===== src/rtl/axi_arbiter_r.sv =====
// axi_arbiter_r: round-robin owner of the shared AR/R path for four AXI read masters.
// Latency: ARVALID sampled in IDLE -> registered one-hot grant the next cycle; one dead cycle between transactions.
// Backpressure: grant held from AR handshake through RLAST; forced release after TIMEOUT R-stall cycles (0 = never).
//
// Ports:
//   ACLK, ARESET            clock, asynchronous active-high reset
//   m*_ARVALID, m*_RREADY   per-master read-address request / read-data ready
//   s_ARREADY, s_RVALID,    downstream slave handshake signals
//   s_RLAST
//   m*_rgrnt                registered one-hot grant (all 0 when idle)
//   rgrnt_id                index of current or most recent owner
//   busy                    high while a transaction owns the path
//   beat_cnt                R beats accepted in the current transaction (saturating)
//   timeout_err             one-cycle pulse on forced release
//
// CNT_W must satisfy 2**CNT_W > TIMEOUT.
module axi_arbiter_r #(
  parameter int TIMEOUT = 256,
  parameter int CNT_W   = 9
) (
  input  logic       ACLK,
  input  logic       ARESET,
  input  logic       m0_ARVALID,
  input  logic       m1_ARVALID,
  input  logic       m2_ARVALID,
  input  logic       m3_ARVALID,
  input  logic       m0_RREADY,
  input  logic       m1_RREADY,
  input  logic       m2_RREADY,
  input  logic       m3_RREADY,
  input  logic       s_ARREADY,
  input  logic       s_RVALID,
  input  logic       s_RLAST,
  output logic       m0_rgrnt,
  output logic       m1_rgrnt,
  output logic       m2_rgrnt,
  output logic       m3_rgrnt,
  output logic [1:0] rgrnt_id,
  output logic       busy,
  output logic [7:0] beat_cnt,
  output logic       timeout_err
);

  typedef enum logic [1:0] {
    S_IDLE = 2'd0,
    S_ADDR = 2'd1,
    S_DATA = 2'd2
  } state_t;

  // Stall count at which the next silent cycle triggers the forced release.
  localparam logic [CNT_W-1:0] TO_LAST = CNT_W'((TIMEOUT == 0) ? 0 : TIMEOUT - 1);
  localparam logic [CNT_W-1:0] CNT_MAX = '1;

  logic [3:0]       arvalid;
  logic [3:0]       rready;

  state_t           state_q, state_d;
  logic [1:0]       ptr_q, ptr_d;
  logic [1:0]       owner_q, owner_d;
  logic [1:0]       id_q, id_d;
  logic [3:0]       grant_q, grant_d;
  logic             busy_q, busy_d;
  logic [7:0]       beat_q, beat_d;
  logic [CNT_W-1:0] stall_q, stall_d;
  logic             terr_q, terr_d;

  logic [1:0]       sel;
  logic             sel_found;
  logic             r_hs;

  assign arvalid = {m3_ARVALID, m2_ARVALID, m1_ARVALID, m0_ARVALID};
  assign rready  = {m3_RREADY, m2_RREADY, m1_RREADY, m0_RREADY};

  // First requester searching upward from ptr, wrapping mod 4.
  always_comb begin
    sel       = 2'd0;
    sel_found = 1'b0;
    for (int i = 0; i < 4; i++) begin
      if (!sel_found && arvalid[ptr_q + i[1:0]]) begin
        sel       = ptr_q + i[1:0];
        sel_found = 1'b1;
      end
    end
  end

  assign r_hs = s_RVALID && rready[owner_q];

  always_comb begin
    state_d = state_q;
    ptr_d   = ptr_q;
    owner_d = owner_q;
    id_d    = id_q;
    beat_d  = beat_q;
    stall_d = stall_q;
    terr_d  = 1'b0;

    case (state_q)
      S_IDLE: begin
        if (sel_found) begin
          owner_d = sel;
          id_d    = sel;
          state_d = S_ADDR;
        end
      end

      S_ADDR: begin
        if (arvalid[owner_q] && s_ARREADY) begin
          state_d = S_DATA;
          beat_d  = 8'd0;
          stall_d = '0;
        end else if (!arvalid[owner_q]) begin
          // Owner withdrew its request before the handshake: release without
          // advancing the priority pointer.
          state_d = S_IDLE;
        end
      end

      S_DATA: begin
        if (r_hs) begin
          // A handshake always beats a coincident timeout.
          beat_d  = (beat_q == 8'hFF) ? beat_q : beat_q + 8'd1;
          stall_d = '0;
          if (s_RLAST) begin
            state_d = S_IDLE;
            ptr_d   = owner_q + 2'd1;
          end
        end else begin
          // Saturate so a disabled timeout never wraps the counter.
          stall_d = (stall_q == CNT_MAX) ? stall_q : stall_q + CNT_W'(1);
          if ((TIMEOUT != 0) && (stall_q == TO_LAST)) begin
            state_d = S_IDLE;
            ptr_d   = owner_q + 2'd1;
            terr_d  = 1'b1;
          end
        end
      end

      default: state_d = S_IDLE;
    endcase
  end

  // Grant and busy are registered from the next state and next owner only.
  always_comb begin
    busy_d  = (state_d != S_IDLE);
    grant_d = busy_d ? (4'b0001 << owner_d) : 4'b0000;
  end

  always_ff @(posedge ACLK or posedge ARESET) begin
    if (ARESET) begin
      state_q <= S_IDLE;
      ptr_q   <= 2'd0;
      owner_q <= 2'd0;
      id_q    <= 2'd0;
      grant_q <= 4'b0000;
      busy_q  <= 1'b0;
      beat_q  <= 8'd0;
      stall_q <= '0;
      terr_q  <= 1'b0;
    end else begin
      state_q <= state_d;
      ptr_q   <= ptr_d;
      owner_q <= owner_d;
      id_q    <= id_d;
      grant_q <= grant_d;
      busy_q  <= busy_d;
      beat_q  <= beat_d;
      stall_q <= stall_d;
      terr_q  <= terr_d;
    end
  end

  assign m0_rgrnt    = grant_q[0];
  assign m1_rgrnt    = grant_q[1];
  assign m2_rgrnt    = grant_q[2];
  assign m3_rgrnt    = grant_q[3];
  assign rgrnt_id    = id_q;
  assign busy        = busy_q;
  assign beat_cnt    = beat_q;
  assign timeout_err = terr_q;

endmodule


===== config.mk =====
export PLATFORM = sky130hd
export DESIGN_NAME = axi_arbiter_r
export DESIGN_NICKNAME = d
export VERILOG_FILES = /design/src/rtl/axi_arbiter_r.sv
export SDC_FILE = /design/constraint.sdc
export NUM_CORES = 1
export LEC_CHECK = 0
export BUFFER_PORTS_ARGS = -buffer_cell sky130_fd_sc_hd__buf_2
export CAP_MARGIN = 20
export CORE_MARGIN = 2
export CORE_UTILIZATION = 59
export CTS_BUF_LIST = sky130_fd_sc_hd__clkbuf_16
export CTS_CLUSTER_DIAMETER = 150
export DETAILED_ROUTE_END_ITERATION = 10
export PLACE_DENSITY_LB_ADDON = 0.08
export SYNTH_ARGS = -nofsm -noshare
export SYNTH_HDL_FRONTEND = slang
export SYNTH_SLANG_ARGS = --single-unit

===== constraint.sdc =====
create_clock -name ACLK -period 4.2 [get_ports ACLK]
set_clock_uncertainty 0.15 [all_clocks]
set_input_delay 0.84 -clock ACLK [delete_from_list [all_inputs] [get_ports ACLK]]
set_output_delay 0.84 -clock ACLK [all_outputs]
set_load 0.02 [all_outputs]

==> reports/results.tsv, run 1 <==
stage	metric	value	unit
run_status	status	completed	
floorplanning	die_area	0.00334	mm²
synth	synth_largest_area_cell	dfrtp_1	
grt	grt_pass1_wl	5.86	mm
floorplanning	die_h	57.8	µm
clock_tree	cts.htree.levels	2	
timing	rsz0062_at_grt	false	
grt	grt_use_total	23.4	%
timing	setup_ws	1.74	ns
clock_tree	hold_buffers	0	
power_and_ir_drop	switching_share	37.3	%
timing	final.setup.tns	0	ns
synth	ys_warn_count	0	
timing	slew_viol_final	0	
synth	syn_inst	174	
power_and_ir_drop	p_comb_share	35.7	%
clock_tree	cts_buffers	5	
route	drt_iter0_drc	78	
layout	fin_nets	224	
timing	fin_crit	2.46	ns
placed_design	post-place-ws	1.75	ns
timing	fin_crit_sh	58.5	%
power_and_ir_drop	p_per_area	603	mW/mm²
power_and_ir_drop	peakVddDrop	0.545	mV
grt	antenna_found_initial	0	
layout	area.growth.synth_to_final	18.4	%
clock_tree	clock_sinks	31	
synth	syn_avg_cell_area	9.81	µm²
clock_tree	cts_resized	0	
placed_design	place_congestion	0.818	
synth	synth_area_leaders	dfrtp_1 45%, nand2b_1 4.4%, a21oi_1 3.8%, nand2_1 3.7%, mux2i_1 3.5%	
synth	synth_seq_cells	31	
layout	drive_gt1_share	22.2	%
clock_tree	clock_path_buffers	2	
worst_setup_path	end_kind	flop	
floorplanning	ios	29	
worst_setup_path	crit_path_start_kind	flop	
floorplanning	core	0.00276	mm²
timing	max_clock_freq	0.407	GHz
worst_setup_path	crit_type	flop to flop	
worst_setup_path	cp_max_fo	6	
worst_setup_path	required	4.24	ns
synth	synth_nets	191	
clock_tree	cts_tree	done	
route	dr.pass1.iters	4	
layout	antenna-diode-count	0	
power_and_ir_drop	intPower	0.000764	W
route	finalWirelength	3.51	mm
grt	grt_max_degree	17	
route	ant_nets	0	
timing	worst_pin_slew	0.714	ns
grt	grt_overflow	0	
synth	netlist_area	0.00171	mm²
worst_setup_path	worstPathArrival	2.49	ns
route	vias	1419	
grt	grt_pass1_vias	1278	
floorplanning	start_util	61.9	%
synth	synth_cell_type_count	43	
synth	synth_ff_type	dfrtp_1	
power_and_ir_drop	clockPowerShare	26.8	%
route	vias_per_cell	5.96	
route	wl_per_cell	14.8	µm
clock_tree	root_buffer	clkbuf_16	
timing	setup_violations	0	
placed_design	io_buffer_count	28	
route	drc	0	
clock_tree	cts.clk_slew.worst_paths	0.05	ns
floorplanning	row_count	19	
job	maxCapViolations	0	
synth	synth_top_area_share	45.5	%
placed_design	hpwl	2.63	mm
synth	async_flop_share	100	%
power_and_ir_drop	p_seq_share	37.5	%
power_and_ir_drop	power.net_switching	0.000454	W
clock_tree	clk_latency	0.27	ns
min_path	hp-class	flop to flop	
synth	ys_seq_area_share	45.5	%
clock_tree	cts_setup_buffers	0	
timing	hold_viol	0	
layout	fin_util	73.3	%
power_and_ir_drop	leakagePower	0.977	nW
floorplanning	fp.dieW	57.8	µm
synth	synth_edf_count	0	
timing	relSlewSlack	52.4	%
[flip-flops by register name (all words and copies together) (netlist names), 2 cells and up]
signal    count
ptr_q         2
rgrnt_id      2
beat_cnt      8
grant_q       4
state_q       2
owner_q       2
stall_q       9
[logic make-up after synthesis]
family	share of synthesized area, %
flip-flops	45.5
multiplexers	6.82
AO/OA/AOI/OAI	14.1
adder cells (fa/ha/maj)	2.93
XOR/XNOR	3.08
AND/OR/NAND/NOR	24.8
buffers and inverters	2.86
[power by group through the flow]
stage               clock network (W)  registers, W  logic (W)
floorplan                           0      0.000485   0.000296
global placement                    0      0.000454   0.000424
detailed placement                  0      0.000460   0.000432
CTS                          0.000329      0.000457   0.000436
global route                 0.000343      0.000472   0.000485
finish                       0.000326      0.000457   0.000435
[path summary, 6_finish.rpt]
path,from,to,slack (ns),cells past startpoint
max,stall_q[0]$_DFFE_PP0P_,stall_q[7]$_DFFE_PP0P_,1.74,9
min,rgrnt_id[1]$_DFFE_PP0P_,rgrnt_id[1]$_DFFE_PP0P_,0.32,2
max reg2reg,stall_q[0]$_DFFE_PP0P_,stall_q[7]$_DFFE_PP0P_,1.74,9
min reg2reg,rgrnt_id[1]$_DFFE_PP0P_,rgrnt_id[1]$_DFFE_PP0P_,0.32,2
max in group asynchronous,ARESET,ptr_q[1]$_DFFE_PP0P_,2.85,3
min in group asynchronous,ARESET,beat_cnt[2]$_DFFE_PP0P_,0.53,2
[layer usage]
metal / wire length [µm] / share of wire [%] / up-vias / global-route usage (%)
met4: 53 / 1.5 / 0 / 8.97
li1: - / - / 691 / -
met5: 0 / 0 / - / 0
met3: 169 / 4.8 / 7 / 5.36
met2: 1700 / 48 / 42 / 35.4
met1: 1590 / 45 / 679 / 33.0
[per-stage QoR]
step	total power [W]	cells	area, µm²	hold WS [ns]
final	0.00122	238	2020	0.317
after global routing	0.00130	238	2020	0.354
after CTS	0.00122	238	2020	0.323
after detailed placement	0.000891	231	1890	0.311
after global placement	0.000878	230	1860	0.308
after floorplan	0.000781	174	1710	0.294
[cell usage in the layout (no fill, tap or decap), drive strengths merged, types with 4 or more instances in the layout]
cell	count
or2	4
inv	6
nor4	4
ha	4
o21ai	6
mux2i	6
buf	29
dfrtp	31
a31oi	5
and3	6
nand3	4
nor2	16
nor3b	4
a21oi	13
nand2	17
xnor2	5
nand2b	12
clkbuf	5
[cell usage after synthesis, types with 4 or more instances]
cell type,count
a21oi_1,13
mux2i_1,6
ha_1,4
a31oi_1,5
xnor2_1,5
nand2_1,17
nand2b_1,12
and3_1,6
nor2_1,16
nand3_1,4
o21ai_0,4
dfrtp_1,31
inv_1,6
[worst max-delay path, cell delays in order, from the launching register on]
cell and delay, ns:
dfrtp_1 0.40, ha_1 0.24, and3_1 0.21, and3_1 0.21, and3_1 0.20, ha_1 0.21, nor2_1 0.17, and2_1 0.27
a41oi_1 0.14, a31oi_1 0.16
[layout make-up]
type | instances | area, µm²
well taps | 31 | 38.8
multi-input cells | 134 | 882
clock inverters | 2 | 8.76
inverters | 6 | 22.5
clock buffers | 5 | 125
flip-flops and latches | 31 | 776
fillers | 197 | 737
repair buffers | 29 | 168
(Power assumes the default switching activity.)
==> run 2, diff against run 1 <==
CORE_UTILIZATION = 50   (was 59)
clock period = 1.97 ns   (was 4.2 ns; I/O delays follow)
==> reports/results.tsv, run 2 (synthesized netlist as in run 1, its figures left out) <==
stage	metric	value	unit
run_status	violations	setup timing	
layout	antenna-diode-count	0	
grt	grt_use_total	21.7	%
clock_tree	clk_latency	0.28	ns
worst_setup_path	crit_path_start_kind	flop	
route	dr.pass1.iters	4	
clock_tree	clock_path_buffers	2	
timing	setup_ws	-0.133	ns
timing	setup_violations	13	
floorplanning	core	0.00331	mm²
route	ant_nets	0	
route	drc	0	
placed_design	hpwl	2.76	mm
clock_tree	cts.clk_slew.worst_paths	0.06	ns
floorplanning	die_area	0.00390	mm²
min_path	hp-class	primary input to asynchronous set/reset pin	
route	vias	1500	
timing	worst_pin_slew	0.579	ns
placed_design	io_buffer_count	28	
power_and_ir_drop	p_per_area	1270	mW/mm²
worst_setup_path	required	1.97	ns
floorplanning	start_util	51.5	%
layout	fin_nets	240	
timing	rsz0062_at_grt	true	
timing	max_clock_freq	0.476	GHz
worst_setup_path	worstPathArrival	2.10	ns
worst_setup_path	end_kind	flop	
clock_tree	cts_buffers	5	
power_and_ir_drop	leakagePower	1.06	nW
timing	fin_crit_sh	107	%
timing	fin_crit	2.10	ns
layout	fillCellCount	264	
floorplanning	ios	29	
layout	top_register	stall_q	
layout	final_cell_mix	30 x dfrtp_1, 28 x buf_2, 17 x buf_4	
grt	grt_pass1_wl	6.53	mm
route	drt_iter0_drc	50	
worst_setup_path	worstReg2RegStart	stall_q[0]$_DFFE_PP0P_	
clock_tree	root_buffer	clkbuf_16	
grt	grt_max_degree	32	
floorplanning	row_count	21	
clock_tree	cts.htree.levels	2	
grt	grt_overflow	0	
layout	design_area	0.00226	mm²
clock_tree	hold_buffers	0	
clock_tree	clock_sinks	31	
grt	antenna_found_initial	0	
floorplanning	fp.dieW	62.4	µm
clock_tree	cts_tree	done	
worst_setup_path	reg2regPathDepth	9	
job	maxCapViolations	0	
route	vias_per_cell	5.56	
grt	grt_pass1_vias	1459	
timing	slew_viol_final	0	
power_and_ir_drop	power	0.00286	W
placed_design	dpl-instance-area	0.00204	mm²
worst_setup_path	rrSetupSlack	-0.13	ns
route	wl_per_cell	14.8	µm
layout	final_common_cell	dfrtp_1	
layout	largest_reg_flops	9	
power_and_ir_drop	peakVddDrop	0.633	mV
timing	relSlewSlack	61.3	%
timing	hold_viol	0	
layout	area.growth.synth_to_final	32.2	%
layout	drive_gt1_share	37.9	%
run_status	status	finished with violations	
floorplanning	die_h	62.4	µm
worst_setup_path	cp_max_fo	4	
placed_design	place_congestion	0.783	
worst_setup_path	r2r_end	grant_q[2]$_DFF_PP0_	
worst_setup_path	crit_type	flop to flop	
route	finalWirelength	4.01	mm
## run 2: cell count changes in the layout (fill, tap and decap cells not counted), sizes merged
cell	before	now
buf	29	45
clkinv	2	3
## run 2: layout make-up
class                      count  area, µm²  area share [%]
sequential                    31        777            34.4
inverter                       6       22.5           0.998
tap                           46       57.6            2.55
clock inverter                 3       15.0           0.666
clock buffer                   5        125            5.55
multi-input combinational    134        991            43.9
timing repair buffer          45        268            11.9
## run 2: worst max path at each step
stage | from | endpoint | cells past startpoint | slack (ns)
after floorplan | stall_q[0]$_DFFE_PP0P_ | ptr_q[0]$_DFFE_PP0P_ | 8 | -0.06
after global placement | stall_q[1]$_DFFE_PP0P_ | grant_q[2]$_DFF_PP0_ | 9 | -0.06
after detailed placement | stall_q[0]$_DFFE_PP0P_ | grant_q[2]$_DFF_PP0_ | 9 | -0.11
after CTS | stall_q[0]$_DFFE_PP0P_ | grant_q[0]$_DFF_PP0_ | 9 | -0.10
after global routing | stall_q[0]$_DFFE_PP0P_ | grant_q[2]$_DFF_PP0_ | 9 | -0.22
final | stall_q[0]$_DFFE_PP0P_ | grant_q[2]$_DFF_PP0_ | 9 | -0.13
## run 2: stage by stage
step	setup TNS, ns	setup WS [ns]	utilization (%)	hold slack, ns	instances
global route	-2.16	-0.219	68.1	0.0716	270
floorplan	-0.406	-0.0582	-	0.316	174
detailed placement	-1.26	-0.113	61.6	0.314	257
global placement	-0.630	-0.0649	61.6	0.310	257
CTS	-0.731	-0.102	66.4	0.0523	267
finish	-0.910	-0.133	68.1	0.0369	270
## run 2: worst max-delay path: stages (launching register included)
cell and delay, ns:
dfrtp_1 0.35, ha_2 0.19, and3_4 0.18, and3_4 0.19, and3_4 0.21, ha_4 0.15
nor2_2 0.03, mux2_4 0.29, o21bai_1 0.19, a21oi_1 0.06
## run 2: power breakdown
| part | switching [W] | internal [W] | total [W] |
|---|---|---|---|
| Combinational | 0.000646 | 0.000517 | 0.00116 |
| Clock | 0.000274 | 0.000460 | 0.000734 |
| Sequential | 0.000154 | 0.000804 | 0.000958 |
| Total | 0.00107 | 0.00178 | 0.00286 |
## run 2: routing by layer
layer | track usage, % | share of wire [%] | up-vias
met5 | 0 | 0 | -
met4 | 9.72 | 2.9 | 0
met3 | 5.41 | 5.6 | 12
met2 | 37.8 | 50 | 49
met1 | 25.2 | 42 | 718
li1 | - | - | 721
## run 2: what timing repair did
item                                    4_1_cts  5_1_grt
resized for setup                             1       11
pin swaps                                     3        7
endpoints found under the setup margin       16       22
buffers inserted                              2        3
cloned                                        0        0
==> run 3, diff against run 2 <==
CORE_UTILIZATION = 35   (was 50)
==> reports/results.tsv, run 3 (synthesized netlist as in run 1, its figures left out) <==
stage	metric	value	unit
run_status	status	finished with violations	
run_status	violations	setup timing	
timing	relSlewSlack	43.5	%
worst_setup_path	crit_path_start_kind	flop	
route	vias	1486	
timing	max_clock_freq	0.483	GHz
clock_tree	root_buffer	clkbuf_16	
floorplanning	ios	29	
route	wl_per_cell	13.2	µm
floorplanning	start_util	36.1	%
layout	final_cell_mix	31 x dfrtp_1, 28 x buf_2, 19 x buf_4	
grt	grt_overflow	0	
power_and_ir_drop	power	0.00294	W
layout	top_register	stall_q	
route	vias_per_cell	5.05	
floorplanning	core	0.00472	mm²
power_and_ir_drop	peakVddDrop	0.470	mV
layout	antenna-diode-count	0	
floorplanning	fp.dieW	73.8	µm
layout	area.growth.synth_to_final	36.4	%
grt	grt_pass1_vias	1426	
timing	hold_viol	0	
layout	final_cells	294	
job	maxCapViolations	0	
floorplanning	die_h	73.8	µm
worst_setup_path	required	1.98	ns
grt	grt_use_total	15.6	%
timing	worst_pin_slew	0.846	ns
placed_design	placed_cells	283	
clock_tree	cts_tree	done	
grt	grt_max_degree	32	
clock_tree	cts.clk_slew.worst_paths	0.05	ns
worst_setup_path	end_kind	flop	
grt	antenna_found_initial	0	
layout	largest_reg_flops	9	
clock_tree	hold_buffers	0	
placed_design	io_buffer_count	28	
power_and_ir_drop	p_per_area	1260	mW/mm²
timing	setup_violations	12	
route	drt_iter0_drc	59	
min_path	hp-class	primary input to asynchronous set/reset pin	
worst_setup_path	crit_type	flop to flop	
clock_tree	cts_buffers	5	
route	drc	0	
route	ant_nets	0	
clock_tree	clk_latency	0.28	ns
timing	final.setup.tns	-0.856	ns
clock_tree	clock_path_buffers	2	
timing	slew_viol_final	0	
route	finalWirelength	3.88	mm
floorplanning	row_count	25	
timing	setup_ws	-0.0999	ns
timing	fin_crit_sh	105	%
route	dr.pass1.iters	4	
clock_tree	cts.htree.levels	2	
worst_setup_path	worstPathArrival	2.08	ns
grt	grt_pass1_wl	6.40	mm
timing	rsz0062_at_grt	true	
power_and_ir_drop	leakagePower	1.09	nW
layout	fin_nets	244	
floorplanning	die_area	0.00545	mm²
placed_design	place_congestion	0.815	
placed_design	hpwl	2.82	mm
layout	drive_gt1_share	37.9	%
layout	fillCellCount	470	
clock_tree	clock_sinks	31	
worst_setup_path	cp_max_fo	3	
timing	fin_crit	2.07	ns
layout	final_common_cell	dfrtp_1	
## run 3: area by class of cell
| class | instances | area [µm²] | area share (%) |
|---|---|---|---|
| clock buffer | 5 | 125 | 5.37 |
| clock inverter | 2 | 8.76 | 0.376 |
| inverter | 6 | 22.5 | 0.967 |
| multi-input combinational | 134 | 1010 | 43.3 |
| sequential | 31 | 776 | 33.3 |
| tap | 67 | 83.8 | 3.60 |
| timing repair buffer | 49 | 305 | 13.1 |
## run 3: metrics by stage
| stage | worst slack, ns | hold slack, ns | utilization (%) | cell area, µm² |
|---|---|---|---|---|
| global route | -0.206 | 0.0909 | 49.3 | 2330 |
| global placement | -0.0808 | 0.306 | 44.5 | 2100 |
| CTS | -0.117 | 0.0621 | 48.1 | 2270 |
| finish | -0.0999 | 0.0424 | 49.3 | 2330 |
| floorplan | -0.0582 | 0.316 | - | 1790 |
| detailed placement | -0.120 | 0.326 | 44.5 | 2100 |
## run 3: worst max-delay path, cell delays in order, from the launching register on
cell     delay [ns]
dfrtp_1        0.35
ha_2           0.18
and3_4         0.18
and3_4         0.18
and3_4         0.21
ha_4           0.14
mux2i_1        0.07
nor2_2         0.18
mux2_4         0.32
## run 3: final timing paths
check | slack (ns) | start | to | cells after the start
max | -0.1 | stall_q[0]$_DFFE_PP0P_ | ptr_q[0]$_DFFE_PP0P_ | 8
min | 0.04 | ARESET | rgrnt_id[0]$_DFFE_PP0P_ | 3
max reg2reg | -0.1 | stall_q[0]$_DFFE_PP0P_ | ptr_q[0]$_DFFE_PP0P_ | 8
min reg2reg | 0.33 | rgrnt_id[1]$_DFFE_PP0P_ | rgrnt_id[1]$_DFFE_PP0P_ | 2
max in group asynchronous | 1.33 | ARESET | beat_cnt[5]$_DFFE_PP0P_ | 3
min in group ACLK | 0.26 | s_ARREADY | state_q[0]$_DFF_PP0_ | 3
## run 3: repair_timing
action,4_1_cts,5_1_grt
endpoints found under the setup margin,16,19
pin swaps,6,6
resized for setup,5,11
buffers inserted,3,1
endpoints found under the hold margin,0,0
## run 3: where the power goes
group	total, W	internal (W)	switching, W
Sequential	0.000941	0.000803	0.000138
Combinational	0.00128	0.000589	0.000690
Clock	0.000724	0.000453	0.000271
Total	0.00294	0.00185	0.00110
## run 3: metal layers
metal	global-route usage, %	wire (µm)	vias up
met5	0	0	-
met4	6.67	56	0
met3	4.66	141	6
met2	24.1	1770	35
met1	20.3	1900	714
li1	-	-	731
